`config.mk`:
```
export PLATFORM = sky130hd
export DESIGN_NAME = key_set_ctrl
export DESIGN_NICKNAME = d
export VERILOG_FILES = /design/src/rtl/key_set_ctrl.sv
export SDC_FILE = /design/constraint.sdc
export NUM_CORES = 1
export LEC_CHECK = 0
export CAP_MARGIN = 20
export CELL_PAD_IN_SITES_DETAIL_PLACEMENT = 1
export CELL_PAD_IN_SITES_GLOBAL_PLACEMENT = 1
export CORE_MARGIN = 2
export CORE_UTILIZATION = 32
export DETAILED_ROUTE_END_ITERATION = 12
export PLACE_DENSITY = 0.6
export REMOVE_ABC_BUFFERS = 1
export SETUP_SLACK_MARGIN = 0.05
export SKIP_CTS_REPAIR_TIMING = 1
export SYNTH_ARGS = -nofsm -noshare
export SYNTH_HDL_FRONTEND = slang
export SYNTH_SLANG_ARGS = --single-unit
```
`constraint.sdc`:
```
create_clock -name CP -period 1.8 [get_ports CP]
set_input_delay 0.18 -clock CP [delete_from_list [all_inputs] [get_ports CP]]
set_output_delay 0.18 -clock CP [all_outputs]
set_load 0.005 [all_outputs]
```
`src/rtl/key_set_ctrl.sv`:
```
// Panel key front-end: sync + debounce three active-low keys and run the clock-setting mode FSM.
// Optional alarm-setting states (AL_H, AL_M) are compiled in with `define ALARM_SET_EN.
module key_set_ctrl #(
    parameter int DEB_CYCLES = 20,
    parameter int TIMEOUT    = 30000
) (
    input  logic       CP,
    input  logic       nCR,
    input  logic       KEY_MODE,
    input  logic       KEY_ADD,
    input  logic       KEY_SUB,
    output logic       H_UP,
    output logic       H_DOWN,
    output logic       M_UP,
    output logic       M_DOWN,
    output logic       S_UP,
    output logic       S_DOWN,
    output logic       PE,
    output logic       LD,
    output logic [2:0] SEL,
    output logic       ALM_SEL
);
    localparam int CW = $clog2(DEB_CYCLES + 1);
    localparam int IW = $clog2(TIMEOUT + 1);
    localparam logic [CW-1:0] DEB_LAST = CW'(DEB_CYCLES - 1);
    localparam logic [IW-1:0] TO_V     = IW'(TIMEOUT);

    typedef enum logic [2:0] {
        S_RUN, S_SET_H, S_SET_M, S_SET_S
`ifdef ALARM_SET_EN
        , S_AL_H, S_AL_M
`endif
    } state_t;

    // key bit order: [0] MODE, [1] ADD, [2] SUB; 1 = released
    logic [2:0]         w_raw;
    logic [2:0]         r_sync1, r_sync2, r_deb, r_deb_d;
    logic [2:0][CW-1:0] r_cnt;
    logic [2:0]         w_press;
    logic               w_any_ev, w_add_held, w_sub_held;

    state_t        r_state, w_nxt;
    logic [IW-1:0] r_idle;
    logic          r_arm, w_arm_nxt;
    logic          w_pe, w_ld, w_up, w_dn;
    logic          w_h_fld, w_m_fld, w_s_fld;
    logic          r_h_up, r_h_dn, r_m_up, r_m_dn, r_s_up, r_s_dn, r_pe, r_ld;

    assign w_raw = {KEY_SUB, KEY_ADD, KEY_MODE};

    always_ff @(posedge CP or negedge nCR) begin
        if (!nCR) begin
            r_sync1 <= '1;
            r_sync2 <= '1;
            r_deb   <= '1;
            r_deb_d <= '1;
            r_cnt   <= '0;
        end else begin
            r_sync1 <= w_raw;
            r_sync2 <= r_sync1;
            r_deb_d <= r_deb;
            for (int k = 0; k < 3; k++) begin
                if (r_sync2[k] != r_deb[k]) begin
                    if (r_cnt[k] == DEB_LAST) begin
                        r_deb[k] <= r_sync2[k];
                        r_cnt[k] <= '0;
                    end else begin
                        r_cnt[k] <= r_cnt[k] + CW'(1);
                    end
                end else begin
                    r_cnt[k] <= '0;
                end
            end
        end
    end

    assign w_press    = r_deb_d & ~r_deb;
    assign w_any_ev   = |w_press;
    assign w_add_held = ~r_deb[1];
    assign w_sub_held = ~r_deb[2];

    always_comb begin
        w_nxt = r_state;
        w_pe  = 1'b0;
        w_ld  = 1'b0;
        // timeout wins over a coincident MODE press so only one exit happens
        if (r_state != S_RUN && r_idle == TO_V) begin
            w_nxt = S_RUN;
            w_ld  = (r_state == S_SET_H) || (r_state == S_SET_M) || (r_state == S_SET_S);
        end else if (w_press[0]) begin
            case (r_state)
                S_RUN:   begin w_nxt = S_SET_H; w_pe = 1'b1; end
                S_SET_H: w_nxt = S_SET_M;
                S_SET_M: w_nxt = S_SET_S;
`ifdef ALARM_SET_EN
                S_SET_S: begin w_nxt = S_AL_H; w_ld = 1'b1; end
                S_AL_H:  w_nxt = S_AL_M;
                S_AL_M:  w_nxt = S_RUN;
`else
                S_SET_S: begin w_nxt = S_RUN; w_ld = 1'b1; end
`endif
                default: w_nxt = S_RUN;
            endcase
        end
    end

    // ARM drops on any state change so a key held across MODE cannot adjust the new field
    assign w_arm_nxt = (w_nxt != r_state) ? 1'b0 :
                       (!w_add_held && !w_sub_held) ? 1'b1 : r_arm;
    assign w_up = w_add_held && !w_sub_held && w_arm_nxt;
    assign w_dn = w_sub_held && !w_add_held && w_arm_nxt;

`ifdef ALARM_SET_EN
    assign w_h_fld = (r_state == S_SET_H) || (r_state == S_AL_H);
    assign w_m_fld = (r_state == S_SET_M) || (r_state == S_AL_M);
    assign ALM_SEL = (r_state == S_AL_H) || (r_state == S_AL_M);
`else
    assign w_h_fld = (r_state == S_SET_H);
    assign w_m_fld = (r_state == S_SET_M);
    assign ALM_SEL = 1'b0;
`endif
    assign w_s_fld = (r_state == S_SET_S);

    always_ff @(posedge CP or negedge nCR) begin
        if (!nCR) begin
            r_state <= S_RUN;
            r_idle  <= '0;
            r_arm   <= 1'b0;
            r_h_up  <= 1'b0;
            r_h_dn  <= 1'b0;
            r_m_up  <= 1'b0;
            r_m_dn  <= 1'b0;
            r_s_up  <= 1'b0;
            r_s_dn  <= 1'b0;
            r_pe    <= 1'b0;
            r_ld    <= 1'b0;
        end else begin
            r_state <= w_nxt;
            r_arm   <= w_arm_nxt;
            if (w_nxt == S_RUN || w_any_ev)
                r_idle <= '0;
            else if (r_idle != TO_V)
                r_idle <= r_idle + IW'(1);
            r_h_up <= w_h_fld && w_up;
            r_h_dn <= w_h_fld && w_dn;
            r_m_up <= w_m_fld && w_up;
            r_m_dn <= w_m_fld && w_dn;
            r_s_up <= w_s_fld && w_up;
            r_s_dn <= w_s_fld && w_dn;
            r_pe   <= w_pe;
            r_ld   <= w_ld;
        end
    end

    always_comb begin
        SEL = 3'b000;
        if (w_h_fld) SEL = 3'b100;
        if (w_m_fld) SEL = 3'b010;
        if (w_s_fld) SEL = 3'b001;
    end

    assign H_UP   = r_h_up;
    assign H_DOWN = r_h_dn;
    assign M_UP   = r_m_up;
    assign M_DOWN = r_m_dn;
    assign S_UP   = r_s_up;
    assign S_DOWN = r_s_dn;
    assign PE     = r_pe;
    assign LD     = r_ld;
endmodule

```
; ---- Yosys cells after proc, flatten, opt, wreduce, memory -nomap -nowiden
; Index checks and enable logic that the tools add are counted.
[word_totals]
reg_bits = 54
output_inout_bits = 12
wordCells = 85
inputBits = 5
[classes]
n_reduce_logical = 23
n_eq_ne = 12
addsub = 4
mux = 22
bitwise_logic = 4
[op_table]
columns = op, count
row1 = 15-bit 2-to-1 mux, 2
row2 = 5-bit 2-to-1 mux, 6
row3 = 15-bit by 1-bit adder with 15-bit output (second input constant), 1
row4 = 5-bit by 1-bit adder with 5-bit output (second input constant), 3
row5 = 15-bit equality test (second input constant), 1
row6 = 5-bit equality test (second input constant), 3
row7 = 3-bit 2-to-1 mux, 5
row8 = 15-bit != test (second input constant), 1
row9 = 1-bit logical AND, 12
row10 = 1-bit 2-to-1 mux, 8
row11 = 3-bit by 2-bit equality test with 1-bit output (second input constant), 2
row12 = 3-bit logical NOT, 2
row13 = 2-bit case mux with 3 select lines, 1
row14 = 2-bit AND reduction, 3
row15 = 3-bit AND, 1
row16 = 3-bit by 1-bit equality test with 1-bit output (second input constant), 1
row17 = 1-bit logical OR, 3
row18 = 1-bit != test, 3
row19 = 3-bit != test, 1
row20 = 3-bit NOT, 1
row21 = 3-bit nonzero test, 1
row22 = 3-bit OR reduction, 1
row23 = 1-bit NOT, 2
row24 = 2-bit nonzero test, 1

; ---- Longest topological paths before layout
; Gate-level depths: netlist of run 1.
[logic_depth]
word_depth = 8
ltp_mapped = 7

; ---- Least setup slack after synthesis of run 1
; Ideal clock, no wire load.
[synth_path]
kind = reg2reg
start = register r_idle[2]
end = register r_idle[14]
path_stages_with_launch = 6
setup_time_ns = 0.119
synth_period_minus_slack_ns = 1.898
t_required_ns = 1.681
path_slack_ns = -0.098
arrival_time_ns = 1.779
cell_sequence = dfrtp_1 > or4_4 > or4_4 > nand3_2 > buf_6 > nor2_1
[synth_between]
elab_chain_cells = 6
elab_cells_between_ends = 10
[synth_rtl]
columns = item, line
row1 = "start, declared", 43  ; logic [IW-1:0] r_idle;
row2 = "start signal, assigned", 143  ; r_idle <= r_idle + IW'(1);
row3 = branches (longest 6 deep; another with 15-bit by 1-bit adder with 15-bit output), -
; Parallel ways; which one is timed is not known. The select of a mux whose other input is x is not followed.
; A chain may end at the register's enable or synchronous reset.

; ---- Worst setup path after layout of run 1
[layout_path]
start = register r_idle[6]
end = register r_h_dn (netlist: H_DOWN)
[layout_between]
elab_chain_cells = 7
[layout_rtl]
columns = item, line
row1 = 15-bit equality test, 87  ; if (r_state != S_RUN && r_idle == TO_V) begin
row2 = 1-bit logical AND, 87
row3 = 3-bit 2-to-1 mux, 87
row4 = 3-bit != test, 108  ; assign w_arm_nxt = (w_nxt != r_state) ? 1'b0 :
row5 = 1-bit 2-to-1 mux, 108
row6 = 1-bit logical AND, 111  ; assign w_dn = w_sub_held && !w_add_held && w_arm_nxt;
row7 = 1-bit logical AND, 145  ; r_h_dn <= w_h_fld && w_dn;
row8 = "end signal, assigned", 145
row9 = "end, declared", 47  ; logic r_h_up, r_h_dn, r_m_up, r_m_dn, r_s_up, r_s_dn, r_pe, r_ld;
; Every way passes these cells.

==> run metrics, run 1 <==
status finished with violations; violated checks negative setup slack; crit-path max FO 6; initial antenna violation count 0; Root Buffer clkbuf_8; DRT Wirelength between 4000 and 5000 um; flops & latches, synth 54; Power Dens Cells 724 nW/um^2; R2R setup slack -0.05 ns; RSZ-0062 raised after global routing true; Final Max Tran Viols 0; Mapped Cells 214; largest net degree at the start of global routing 38; fin crit share 1.03; Seq/Total Area, Yosys 0.580; Critical Path Max Stage Delay 0.58 ns; xor/xnor cell area share of the yosys netlist 0.0781; synth warn 0; FF-to-FF path depth 4; crit start category register; main combinational cell family by area after synthesis simple AND/OR/NAND/NOR gates; Crit. End Element register; Global Route Usage Sum 0.126; slowest CP cell or4_4; Initial Util 0.328; initial drt markers 16; Synth Area in Simple Gates 0.218; total iterations of the first detailed-routing run 4; first-pass GRT wire length 8440 um; WP buf/inv 0; Layout Skew 0.00586 ns; io pins 17; layout cells sized above 1 0.267; Mapped Avg Cell Area 11.0 sq um; Fin Setup TNS -0.430 ns; adder-cell share of the synthesized area 0.0266; final setup margin -0.0536 ns; area share of the largest cell type after synthesis 0.446; CTS Buffer Depth 2; Crit. path cell count 4; total clock sinks between 50 and 60; top post-synthesis cells by area dfrtp_1 (45%), dfstp_2 (13%), xnor2_1 (6.3%); endpoints failing setup 19; instance area at placement 2760 sq um; vias in the first global route 1765; CP Launch Point r_idle[6]$_DFFE_PN0P_; class of the worst hold path input port to register; EDFF count, synth 0; design area 2990 sq um; ys async rst share 1.00; minimum clock period between 1.5 and 2 ns; commonest non-fill, non-tap cell in the layout dfrtp_1; MaxCap Viol Count 0; cells along the critical path or4_4 > or4_4 > nor2_2 > nor4_1; area occupied by multi-input gates roughly 990 sq um; IO buf count 15; CTS H-tree lvls 2; Arr. time, crit path 2.06 ns; Die Y roughly 90 um; worst r2r dst H_DOWN$_DFF_PN0_; worst r2r src r_idle[6]$_DFFE_PN0P_; CTS Buf Count 5; CP Data Required Time 2.01 ns; Netlist cell types 40; endpoints failing hold 0; row cnt 31; fill count 809; Routed Antenna Nets 0; Post-Syn Area 2350 sq um; register area roughly 1400 sq um; Max Fclk 0.539 GHz; Layout Area Growth over Synthesis 26.8%; Core Area 7180 sq um; DRC viols 0; DP Worst Slack -0.170 ns; routability cong. 0.723; maximum vdd ir drop 0.000281 V; Vias between 1500 and 2000; grt total ovfl 0; area fraction in compound gates after synthesis 0.0372; Leakage 1.19 nW; mux contribution to synthesized area 0.0282; critical path class register to register; # diodes 0; routed len/inst 13.2 um; die area 8060 sq um; Post-DP HPWL 3290 um; Nets 267; Most Frequent Cell on Critical Path or4_4; Vias per Instance between 4 and 5; Worst setup endpoint H_DOWN$_DFF_PN0_; CTS tree yes; CP delay by family, top simple AND/OR/NAND/NOR gates; dominant cell type by area after synthesis dfrtp_1; worst skew pair latency 0.31 ns; die width 89.8 um; commonest cells after routing, fill and taps aside dfrtp_1 (41), nor2_1 (30), buf_4 (20); Top FF cell, synth dfrtp_1; clock slew at reported path FFs 0.10 ns
[sequential cells by signal (all words and copies together) (netlist names)]
| name | flops |
|---|---|
| S_UP | 1 |
| r_arm | 1 |
| r_sync2 | 3 |
| LD | 1 |
| M_UP | 1 |
| H_UP | 1 |
| r_idle | 15 |
| M_DOWN | 1 |
| r_deb_d | 3 |
| r_sync1 | 3 |
| H_DOWN | 1 |
| r_deb | 3 |
| PE | 1 |
| S_DOWN | 1 |
| r_state | 3 |
| r_cnt | 15 |
[metrics by stage]
stage / utilization / instances / hold WS [ns] / total power [mW]
2_1_floorplan: - / 210 / -0.116 / 1.31
3_3_place_gp: 0.384 / 344 / 0.138 / 1.36
3_5_place_dp: 0.384 / 344 / 0.143 / 1.36
4_1_cts: 0.400 / 352 / -0.202 / 2.19
5_1_grt: 0.416 / 357 / 0.256 / 2.26
6_report: 0.416 / 357 / 0.266 / 2.16
[how the worst min path moves through the flow]
stage | start | to | slack (ns) | depth (start not counted)
final | KEY_ADD | r_sync1[1]$_DFF_PN1_ | 0.27 | 1
after global placement | nCR | r_cnt[12]$_DFF_PN0_ | 0.14 | 1
after detailed placement | nCR | r_cnt[12]$_DFF_PN0_ | 0.14 | 1
after CTS | nCR | r_cnt[12]$_DFF_PN0_ | -0.20 | 1
after floorplan | nCR | H_DOWN$_DFF_PN0_ | -0.12 | 0
after global routing | KEY_ADD | r_sync1[1]$_DFF_PN1_ | 0.26 | 1
[where the power goes]
part | switching (mW) | leakage (nW) | internal [mW]
sequential | 0.0159 | 0.703 | 1.24
combinational | 0.0446 | 0.431 | 0.0333
clock | 0.408 | 0.0585 | 0.417
[metal layers]
metal	wire [um]	track usage	vias to the layer above
li1	-	-	814
met1	2360	0.172	827
met3	134	0.0302	5
met2	2150	0.201	17
met5	0	0	-
met4	68	0.0385	0
[final cells by class]
| type | count | share of cell area |
|---|---|---|
| Sequential cell | 54 | 0.458 |
| Clock inverter | 3 | 0.0147 |
| Multi-Input combinational cell | 146 | 0.332 |
| Tap cell | 99 | 0.0415 |
| Inverter | 11 | 0.0138 |
| Clock buffer | 5 | 0.0231 |
| Timing Repair Buffer | 39 | 0.117 |
[logic make-up (layout without fill, tap and decap cells)]
family                   count (synthesis)  count (layout)
AO/OA/AOI/OAI                           13              13
XOR/XNOR                                21              21
adder cells (fa/ha/maj)                  5               5
buffers and inverters                   15              58
flip-flops                              54              54
multiplexers                             6               6
other                                    1               1
AND/OR/NAND/NOR                         99             100
[cell usage after synthesis, drive strengths merged, types with 2 or more instances]
| library cell | n |
|---|---|
| xor2 | 4 |
| nand4 | 5 |
| inv | 11 |
| nor3 | 9 |
| ha | 5 |
| and3 | 2 |
| dfstp | 12 |
| nor4 | 6 |
| nor2b | 3 |
| dfrtp | 42 |
| a21oi | 2 |
| nand3 | 9 |
| a22oi | 2 |
| nor3b | 3 |
| nand2 | 13 |
| buf | 3 |
| nor2 | 37 |
| nand4b | 2 |
| mux2 | 5 |
| or4 | 2 |
| o21ai | 4 |
| nand2b | 4 |
| xnor2 | 17 |
No activity file was read; power rests on OpenSTA's default activity.
==> run 2, diff against run 1 <==
- ABC_AREA: default -> 1
- CORE_MARGIN: 2 -> 3
- PLACE_DENSITY: 0.6 -> 0.62
==> run metrics, run 2 <==
xor/xnor cell area share of the yosys netlist 0.0804 (+0.00227); min-delay src KEY_SUB; worst skew pair latency 0.31 ns (about the same); synth warn 0 (unchanged); Post-DP HPWL 3420 um (+3.7%); DRC viols 0 (unchanged); clock slew at reported path FFs 0.10 ns (about the same); critical path class register to output port; routability cong. 0.777 (+7.5%); Crit. End Element output port; io pins 17 (unchanged); MaxCap Viol Count 0 (unchanged); initial antenna violation count 0 (unchanged); Initial Util 0.342 (+0.0134); Layout Skew 0.0101 ns (+0.00427 ns); hold path depth 1 (unchanged); normalized max-slew margin 0.650; worst r2r dst r_idle[5]$_DFFE_PN0P_; Core Area 7020 sq um (-2.2%); Worst Tran Pin Value 0.525 ns; Fin Setup TNS 0 ns (+0.430 ns); Final Max Tran Viols 0 (unchanged); total iterations of the first detailed-routing run 4 (unchanged); Largest regs r_cnt x15, r_idle x15; routed len/inst 12.9 um (-2.5%); initial drt markers 37 (+21); R2R setup slack 0.21 ns (+0.26 ns); crit start category register; commonest cells after routing, fill and taps aside nor2_1 (59), dfrtp_1 (41), inv_1 (35); endpoints failing hold 0 (unchanged); Vias 1735 (+4.3%); Synth Area in Simple Gates 0.217 (-0.00126); Top FF cell, synth dfrtp_1; Logic pwr share 0.039 (+0.003); row cnt 30 (-3.2%); Vias per Instance 4.48 (-3.8%); main combinational cell family by area after synthesis simple AND/OR/NAND/NOR gates; GR Util met1 0.159 (-0.0128); Mapped Avg Cell Area 9.22 sq um (-16%); die width 92.6 um (+3.1%); final setup margin 0.0929 ns (+0.146 ns); class of the worst hold path input port to register; Die Y 92.6 um (+3.1%); area fraction in compound gates after synthesis 0.0297 (-0.00744); fin crit share 0.948 (-0.0814); Layout Area Growth over Synthesis 20.1%; Seq/Total Area, Yosys 0.570 (-0.0103); EDFF count, synth 0 (unchanged); CTS Buffer Depth 2 (unchanged); Routed Antenna Nets 0 (unchanged); layout cells sized above 1 0.155 (-0.113); Int Power 1.59 mW (-5.9%); FF-to-FF path depth 9 (+5); Power Dens Cells 718 nW/um^2 (-0.79%); most common library cells after synthesis nor2_1 (59), dfrtp_1 (42), inv_1 (37); Clk pwr share 0.353 (-0.029); Global Route Usage Sum 0.123 (-0.00314); flops & latches, synth 54 (unchanged); area occupied by multi-input gates 913 sq um (-7.9%); crit-path max FO 3 (-3); # diodes 0 (unchanged); grt total ovfl 0 (unchanged); GRT busiest layer met2; CTS tree yes; adder-cell share of the synthesized area 0.0261 (-0.000471); minimum clock period 1.71 ns (-0.146 ns); die area 8570 sq um (+6.3%); Nets 300 (+12%); endpoints failing setup 0 (-19); worst r2r src r_idle[1]$_DFFE_PN0P_; IO buf count 15 (unchanged); largest net degree at the start of global routing 55 (+45%); Max Fclk 0.586 GHz (+8.6%); first-pass GRT wire length 8280 um (-1.9%); ys async rst share 1.00 (unchanged); CTS H-tree lvls 2 (unchanged); overall power consumption 2.07 mW (-4.3%); maximum vdd ir drop 0.000273 V (-2.7%); Netlist cell types 22 (-45%); total clock sinks 54 (unchanged); RSZ-0062 raised after global routing true; Post-Syn Area 2400 sq um (+1.8%); Hold EP r_sync1[2]$_DFF_PN1_; area share of the largest cell type after synthesis 0.438 (-0.00792); cell with the most instances after synthesis nor2_1; Leakage 1.32 nW (+11%); top post-synthesis cells by area dfrtp_1 (44%), dfstp_2 (13%), nor2_1 (9.2%); sw frac 0.230 (+0.0128); DRT Wirelength 4970 um (+5.6%); commonest non-fill, non-tap cell in the layout nor2_1; CTS Buf Count 5 (unchanged); mux contribution to synthesized area 0.00470 (-0.0235); Arr. time, crit path 1.53 ns (-0.53 ns); Mapped Cells 260 (+21%); met2 Usage GRT 0.199 (-0.00260); status finished, final reports clean; vias in the first global route 1760 (-0.28%); fill count 820 (+1.4%); fin util 0.410 (-0.00570); DP Worst Slack 0.125 ns (+0.295 ns); Flop pwr share 0.608 (+0.026); Net Sw Power 0.475 mW (+1.4%); dominant cell type by area after synthesis dfrtp_1; global routing usage on met3 0.0252 (-0.00499); CP Data Required Time 1.62 ns (-0.39 ns); Root Buffer clkbuf_8; register area 1370 sq um (unchanged)
## run 2: cell types whose count changed in the layout (fill, tap and decap cells not counted), moves of 4 or more
cell and change:
buf_4 -12, nor4_1 -5, xor2_1 +11, nand2_1 +19, mux2_2 -4, xnor2_1 -10
nor2_2 -6, nor2_1 +29, a21oi_1 +4, inv_1 +24, nand3_1 +7
## run 2: layout make-up
type / count / area share
tap: 96 / 0.0417
inverter: 38 / 0.0500
timing repair buffer: 25 / 0.0825
sequential: 54 / 0.475
clock inverter: 2 / 0.00521
clock buffer: 6 / 0.0287
multi-input combinational: 166 / 0.317
## run 2: how the worst max path moves through the flow
stage                          start                      to  cells past startpoint
2_1_floorplan  r_idle[0]$_DFFE_PN0P_   r_idle[0]$_DFFE_PN0P_                      9
3_3_place_gp   r_idle[0]$_DFFE_PN0P_   r_idle[0]$_DFFE_PN0P_                      9
3_5_place_dp   r_idle[0]$_DFFE_PN0P_  r_idle[10]$_DFFE_PN0P_                      9
4_1_cts         r_state[0]$_DFF_PN0_                  SEL[0]                      3
5_1_grt         r_state[0]$_DFF_PN0_                  SEL[0]                      3
6_report        r_state[2]$_DFF_PN0_                  SEL[0]                      2
## run 2: per-stage QoR
| stage | hold slack, ns | instance area, sq um | std cells |
|---|---|---|---|
| finish | 0.261 | 2880 | 387 |
| global route | 0.237 | 2880 | 387 |
| CTS | -0.146 | 2780 | 380 |
| detailed placement | 0.203 | 2680 | 372 |
| global placement | 0.201 | 2680 | 372 |
| floorplan | -0.116 | 2370 | 257 |
## run 2: per-layer routing
metal	routed length (um)	vias up
li1	-	859
met5	0	-
met2	2410	22
met4	90	0
met3	144	6
met1	2330	848
## run 2: worst max-delay path, stage by stage, from the launching register on
cell and delay [ns]:
dfrtp_2 0.45, nor3_2 0.23, clkdlybuf4s50_1 0.53
## run 2: power by group through the flow
| stage | sequential (mW) | combinational [mW] | clock [mW] |
|---|---|---|---|
| floorplan | 1.28 | 0.0365 | 0 |
| global placement | 1.28 | 0.0800 | 0 |
| detailed placement | 1.28 | 0.0824 | 0 |
| CTS | 1.26 | 0.0829 | 0.766 |
| global route | 1.26 | 0.0959 | 0.819 |
| finish | 1.26 | 0.0807 | 0.729 |
## run 2: kinds of logic (layout without fill, tap and decap cells)
group / Yosys count / count (layout)
xor+xnor: 22 / 22
compound gates: 12 / 12
buf+inv: 41 / 71
other cells: 1 / 1
flops: 54 / 54
fa+ha+maj: 5 / 5
simple gates: 124 / 125
mux: 1 / 1
==> run 3, diff against run 2 <==
- CAP_MARGIN: 20 -> 30
- SETUP_SLACK_MARGIN: 0.05 -> default
==> run metrics, run 3 (synthesized netlist as in run 2, its figures left out) <==
Layout Area Growth over Synthesis 17.0%; vias in the first global route 1760 (unchanged); Vias per Instance 4.47 (-0.30%); CTS tree yes; minimum clock period 1.74 ns (+0.0347 ns); routability cong. 0.777 (unchanged); Power Dens Cells 737 nW/um^2 (+2.7%); largest net degree at the start of global routing 55 (unchanged); Hold EP r_sync1[2]$_DFF_PN1_; worst skew pair latency 0.31 ns (about the same); initial drt markers 32 (-14%); placed cells 372 (unchanged); Die Y 92.6 um (unchanged); routed len/inst 12.3 um (-4.5%); hold path depth 1 (unchanged); Initial Util 0.342 (unchanged); commonest non-fill, non-tap cell in the layout nor2_1; die area 8570 sq um (unchanged); first-pass GRT wire length 8280 um (unchanged); initial antenna violation count 0 (unchanged); Global Route Usage Sum 0.123 (unchanged); RSZ-0062 raised after global routing true; grt total ovfl 0 (unchanged); Routed Antenna Nets 0 (unchanged); Post-DP HPWL 3420 um (unchanged); crit-path max FO 4 (+1); die width 92.6 um (unchanged); final setup margin 0.0582 ns (-0.0347 ns); class of the worst hold path input port to register; fin util 0.399 (-0.0109); DRC viols 0 (unchanged); layout cells sized above 1 0.123 (-0.0318); worst r2r dst r_idle[1]$_DFFE_PN0P_; worst r2r src r_idle[0]$_DFFE_PN0P_; total iterations of the first detailed-routing run 4 (unchanged); commonest cells after routing, fill and taps aside nor2_1 (59), dfrtp_1 (42), inv_1 (36); Final Max Tran Viols 0 (unchanged); maximum vdd ir drop 0.000273 V (about the same); crit start category register; CP Data Required Time 1.62 ns (about the same); total clock sinks 54 (unchanged); clock slew at reported path FFs 0.10 ns (about the same); min-delay src KEY_SUB; instance area at placement 2680 sq um (unchanged); Largest regs r_cnt x15, r_idle x15; MaxCap Viol Count 0 (unchanged); hold_ws 0.262 ns (+0.000662 ns); FF-to-FF path depth 9 (unchanged); CTS H-tree lvls 2 (unchanged); Leakage 1.27 nW (-4.1%); DP Worst Slack 0.125 ns (unchanged); design area 2800 sq um (-2.6%); status finished, final reports clean; fin crit share 0.968 (+0.0193); R2R setup slack 0.21 ns (about the same); Arr. time, crit path 1.56 ns (+0.03 ns); CTS Buf Count 5 (unchanged); endpoints failing hold 0 (unchanged); critical path class register to output port; Core Area 7020 sq um (unchanged); # diodes 0 (unchanged); Root Buffer clkbuf_8; Vias 1703 (-1.8%); Nets 294 (-2.0%); Finished Layout Cells 381 (-1.6%); Max Fclk 0.574 GHz (-2.0%); IO buf count 15 (unchanged); io pins 17 (unchanged); CTS Buffer Depth 2 (unchanged); Crit. End Element output port; row cnt 30 (unchanged); DRT Wirelength 4680 um (-6.0%); Layout Skew 0.0121 ns (+0.00201 ns); endpoints failing setup 0 (unchanged)
==> run 3: cell count changes in the layout (fill, tap and decap cells not counted), sizes merged <==
cell,delta
buf,-5
clkdlybuf4s50,+1
nand2,-1
dlymetal6s2s,-1
==> run 3: final cells by class <==
type | instances | area, sq um
clock inverters | 2 | 15.0
repair buffers | 20 | 198
multi-input cells | 165 | 878
flip-flops and latches | 54 | 1370
well taps | 96 | 120
fillers | 822 | 4220
clock buffers | 6 | 82.6
inverters | 38 | 144
==> run 3: critical path, cell delays in order, from the launching register on <==
cell and delay [ns]:
dfrtp_1 0.42, nor2_2 0.18, nand2_2 0.10, inv_1 0.06, clkdlybuf4s50_1 0.49
==> run 3: metal layers <==
layer	wire, um	global-route usage	up-vias
li1	-	-	845
met1	2280	0.159	830
met2	2160	0.199	21
met3	138	0.0252	7
met4	96	0.0557	0
met5	0	0	-
==> run 3: per-stage QoR <==
stage                     setup TNS [ns]  total power [mW]
after detailed placement               0              1.36
final                                  0              2.07
after global routing             -0.0910              2.18
after CTS                        -0.0323              2.11
after floorplan                        0              1.31
after global placement                 0              1.36
==> run 3: worst max path at each step <==
stage,start,end,slack (ns),cells after the start
2_1_floorplan,r_idle[0]$_DFFE_PN0P_,r_idle[0]$_DFFE_PN0P_,0.38,9
3_3_place_gp,r_idle[0]$_DFFE_PN0P_,r_idle[0]$_DFFE_PN0P_,0.21,9
3_5_place_dp,r_idle[0]$_DFFE_PN0P_,r_idle[10]$_DFFE_PN0P_,0.12,9
4_1_cts,r_state[0]$_DFF_PN0_,SEL[0],-0.03,3
5_1_grt,r_state[2]$_DFF_PN0_,SEL[1],-0.06,4
6_report,r_state[2]$_DFF_PN0_,SEL[1],0.06,4
==> run 3: report_power, final <==
part | total, mW | leakage (nW) | internal (mW) | switching, mW
clock network | 0.729 | 0.0521 | 0.319 | 0.410
registers | 1.26 | 0.704 | 1.24 | 0.0167
logic | 0.0804 | 0.513 | 0.0324 | 0.0481
total | 2.07 | 1.27 | 1.59 | 0.475
